`config.mk`:
```
export PLATFORM = sky130hd
export DESIGN_NAME = mem_arbiter
export DESIGN_NICKNAME = d
export VERILOG_FILES = /design/src/rtl/mem_arbiter.sv
export SDC_FILE = /design/constraint.sdc
export NUM_CORES = 1
export LEC_CHECK = 0
export ABC_AREA = 1
export BUFFER_PORTS_ARGS = -buffer_cell sky130_fd_sc_hd__clkbuf_2
export CAP_MARGIN = 5
export CORE_MARGIN = 3
export CORE_UTILIZATION = 45
export CTS_CLUSTER_DIAMETER = 100
export DETAILED_ROUTE_END_ITERATION = 16
export PLACE_DENSITY = 0.86
export RECOVER_POWER = 25
export SYNTH_ARGS = -nofsm -noshare
export SYNTH_HDL_FRONTEND = slang
export SYNTH_SLANG_ARGS = --single-unit
```
`constraint.sdc`:
```
create_clock -name clk -period 2.91 [get_ports clk]
set_input_delay 0.4365 -clock clk [delete_from_list [all_inputs] [get_ports clk]]
set_output_delay 0.4365 -clock clk [all_outputs]
set_load 0.02 [all_outputs]
```
`src/rtl/mem_arbiter.sv`:
```
// Two-port round-robin arbiter in front of a single-port memory: one registered issue stage,
// read data returned to the requester two cycles after grant; a losing requester waits at most one cycle.
module mem_arbiter #(
  parameter int WORD_SIZE = 16,
  parameter int ADDR_SIZE = 16
) (
  input  logic                 clk,
  input  logic                 reset,
  input  logic                 p0_req,
  input  logic                 p0_we,
  input  logic [ADDR_SIZE-1:0] p0_addr,
  input  logic [WORD_SIZE-1:0] p0_wdata,
  input  logic                 p1_req,
  input  logic                 p1_we,
  input  logic [ADDR_SIZE-1:0] p1_addr,
  input  logic [WORD_SIZE-1:0] p1_wdata,
  output logic                 p0_gnt,
  output logic                 p1_gnt,
  output logic                 p0_rvalid,
  output logic                 p1_rvalid,
  output logic [WORD_SIZE-1:0] p0_rdata,
  output logic [WORD_SIZE-1:0] p1_rdata,
  output logic                 mem_r_en,
  output logic                 mem_w_en,
  output logic [ADDR_SIZE-1:0] mem_addr,
  output logic [WORD_SIZE-1:0] mem_w_data,
  input  logic [WORD_SIZE-1:0] mem_r_data
);

  logic                 prio_q, prio_d;
  logic                 iss_vld_q, iss_vld_d;
  logic                 iss_port_q, iss_port_d;
  logic                 iss_we_q, iss_we_d;
  logic [ADDR_SIZE-1:0] iss_addr_q, iss_addr_d;
  logic [WORD_SIZE-1:0] iss_wdata_q, iss_wdata_d;
  logic                 rsp_vld_q, rsp_vld_d;
  logic                 rsp_port_q, rsp_port_d;
  logic                 gnt0, gnt1;

  // A lone requester always wins; on contention the priority pointer decides.
  assign gnt0 = reset & p0_req & (~p1_req | ~prio_q);
  assign gnt1 = reset & p1_req & (~p0_req | prio_q);

  always_comb begin
    prio_d      = prio_q;
    iss_vld_d   = gnt0 | gnt1;
    iss_port_d  = iss_port_q;
    iss_we_d    = iss_we_q;
    iss_addr_d  = iss_addr_q;
    iss_wdata_d = iss_wdata_q;
    if (gnt0) begin
      iss_port_d  = 1'b0;
      iss_we_d    = p0_we;
      iss_addr_d  = p0_addr;
      iss_wdata_d = p0_wdata;
      prio_d      = 1'b1;
    end else if (gnt1) begin
      iss_port_d  = 1'b1;
      iss_we_d    = p1_we;
      iss_addr_d  = p1_addr;
      iss_wdata_d = p1_wdata;
      prio_d      = 1'b0;
    end
    rsp_vld_d  = iss_vld_q & ~iss_we_q;
    rsp_port_d = iss_port_q;
  end

  always_ff @(posedge clk) begin
    if (!reset) begin
      prio_q      <= 1'b0;
      iss_vld_q   <= 1'b0;
      iss_port_q  <= 1'b0;
      iss_we_q    <= 1'b0;
      iss_addr_q  <= '0;
      iss_wdata_q <= '0;
      rsp_vld_q   <= 1'b0;
      rsp_port_q  <= 1'b0;
    end else begin
      prio_q      <= prio_d;
      iss_vld_q   <= iss_vld_d;
      iss_port_q  <= iss_port_d;
      iss_we_q    <= iss_we_d;
      iss_addr_q  <= iss_addr_d;
      iss_wdata_q <= iss_wdata_d;
      rsp_vld_q   <= rsp_vld_d;
      rsp_port_q  <= rsp_port_d;
    end
  end

  // A read caught by reset is suppressed at once; a write already on the bus is allowed to commit.
  assign mem_r_en   = iss_vld_q & ~iss_we_q & reset;
  assign mem_w_en   = iss_vld_q & iss_we_q;
  assign mem_addr   = iss_addr_q;
  assign mem_w_data = iss_wdata_q;

  assign p0_gnt    = gnt0;
  assign p1_gnt    = gnt1;
  assign p0_rvalid = rsp_vld_q & ~rsp_port_q;
  assign p1_rvalid = rsp_vld_q & rsp_port_q;
  assign p0_rdata  = mem_r_data;
  assign p1_rdata  = mem_r_data;

endmodule

```
==> out/metrics.yaml <==
seqPwrFrac: 0.480
place.gp.congestion: 0.7830
clk_pin_slew_ns: 0.07
crit_arrival_ns: 1.43
syn_nets: 435
crit_fanout: 30
wire_per_inst_um: 10.70
root_buffer: "clkbuf_8"
status: "completed"
hp-class: "flop to flop"
fin_setup_tns_ns: 0
grt_pass1_wl_um: 8562
endpoint_kind: "output port"
grt_usage: 0.1729
tightest_slew_ns: 0.5980
h-tree-depth: 2
syn_inst: 349
multi_input_area_um2: 944.7
hold_violations: 0
ys_warn_count: 0
synth_common_cells: "nor2_1 (72), inv_1 (39), dfxtp_1 (38), nand2_1 (38), buf_4 (36)"
holdCritStartpoint: "iss_port_q"
leakagePower_uw: 0.001462
setup_ws_ns: 1.044
async_reset_ff_frac: 0
routed_wl_um: 5105
rows: 25
cp_slowest_cell: "nand2_2"
fin_crit_sh: 0.6411
cp.required_ns: 2.47
start_util: 0.4740
die_y_um: 77
area_growth_pct: 13.90
drv_cap: 0
postCtsHoldBufs: 0
fin_crit_ns: 1.866
grt_max_degree: 67
vias_per_cell: 4.650
avgSynthCellArea_um2: 6.500
path_cells: "nand2_2 > inv_1 > nor2_1 > clkbuf_2"
worst-path-buf-inv: 2
diodes: 0
dpl_cell_area_um2: 2505
synth_seq_cells: 38
io_pins: 156
fp.dieW_um: 77
overflow: 0
dr_total_vias: 2218
crit_start: "prio_q"
r2r-start: "prio_q"
antenna_found_initial: 0
internal-power_uw: 845.9
syn_area_um2: 2268
drcViolationCount: 0
cts-resized-gates: 0
core_area_um2: 4786
firstDrtPassIters: 4
cts_tree: "yes"
finalMaxSlewViolations: 0
synth-edff-count: 0
ys_types: 16
pre_cts_slack_ns: 0.9038
clkLatencyLatePin_ns: 0.28
drtIter0Drc: 79
yosys.area.top_type: "dfxtp_1"
finalInstanceArea_um2: 2584
rsz0062_at_grt: "no"
p_sw_frac: 0.3140
slowest_delay_ns: 0.39
synth_area_leaders: "dfxtp_1 (34%), buf_4 (12%), nor2_1 (12%), a21oi_1 (7.5%), nand3_1 (7.3%)"
max-vdd-ir-drop_mv: 0.1925
clockBufferDepth: 2
drive_gt1_frac: 0.3000
synth-seq-area-share: 0.3354
max_slew_margin: 0.6013
cts_buffers: 5
clock-sinks: 38
final-seq-area_um2: 760.7
dieArea_um2: 5929
pwr-share-comb: 0.253
pwr_density_cell_nw_per_um2: 477.2
critPathTopFamily: "simple AND/OR/NAND/NOR gates"
fin_nets: 496
switchingPower_uw: 387.2
synth_top_cell_area_share: 0.3354
cts_setup_buffers: 0
yosysMostFrequentCell: "nor2_1"
clock_power_share: 0.267
dp_hpwl_um: 3668
setup_viol: 0
path_class: "flop to output port"
synth_ff_type: "dfxtp_1"
finalClockSkew_ns: 0.005565
startpoint_type: "flop"
io_buffer_count: 107
grt_pass1_vias: 1986
ant_nets: 0
max_freq_ghz: 0.5360
r2r_slack_ns: 1.30
fill_cells: 500
power groups by stage:
stage	clock network [uW]	logic, uW	registers, uW
5_1_grt	369	353	597
3_3_place_gp	0	308	601
2_1_floorplan	0	235	646
4_1_cts	344	316	591
3_5_place_dp	0	315	602
6_report	330	311	592
layout make-up:
class | instances | area share
Multi-Input combinational cell | 214 | 0.3656
Sequential cell | 38 | 0.2944
Timing Repair Buffer | 111 | 0.2189
Inverter | 40 | 0.05811
Tap cell | 67 | 0.03245
Clock buffer | 5 | 0.02663
Clock inverter | 2 | 0.003874
flip-flops by register name (all words and copies together), names as in the netlist:
signal / count
mem_addr: 16
mem_w_data: 16
iss_port_q: 1
iss_vld_q: 1
iss_we_q: 1
prio_q: 1
rsp_port_q: 1
rsp_vld_q: 1
cell usage in the layout, fill, tap and decap left out, drive strengths merged:
cell type	instances
dfxtp	38
a21oi	34
nor2	72
clkinv	2
nand3	33
inv	40
nand2	41
o21ai	33
clkbuf	112
buf	4
o211a	1
path summary, 6_finish.rpt:
kind | cells past startpoint | endpoint
max | 4 | p0_gnt
max reg2reg | 5 | mem_addr[9]
min reg2reg | 2 | rsp_port_q
min | 2 | rsp_port_q
per-layer routing:
layer / share of wire / wire length [um] / track usage / up-vias
met5: 0 / 0 / 0 / -
met4: 0.017 / 87 / 0.06406 / 0
met3: 0.079 / 401 / 0.04695 / 16
met2: 0.47 / 2417 / 0.3066 / 80
met1: 0.43 / 2198 / 0.1974 / 946
li1: - / - / - / 1176
worst register-to-register path: stages (launching register included):
cell	delay [ns]
dfxtp_1	0.33
nand2_2	0.39
buf_4	0.46
a21oi_1	0.13
nor2_1	0.15
nor2_1	0.05
cell families after synthesis:
family | Yosys count | share of synthesized area
and+or+nand+nor | 146 | 0.2631
DFF | 38 | 0.3354
AOI/OAI and AO/OA | 68 | 0.1522
buffers and inverters | 97 | 0.2493
through the flow:
step	hold WS (ns)	instances	power [uW]	utilization
3_5_place_dp	0.4220	470	916.7	0.5234
5_1_grt	0.4404	477	1318	0.5399
6_report	0.4282	477	1233	0.5399
4_1_cts	0.4291	477	1251	0.5399
3_3_place_gp	0.4204	470	909.4	0.5234
2_1_floorplan	0.4050	349	881.5	-
No activity file was read; power rests on OpenSTA's default activity.
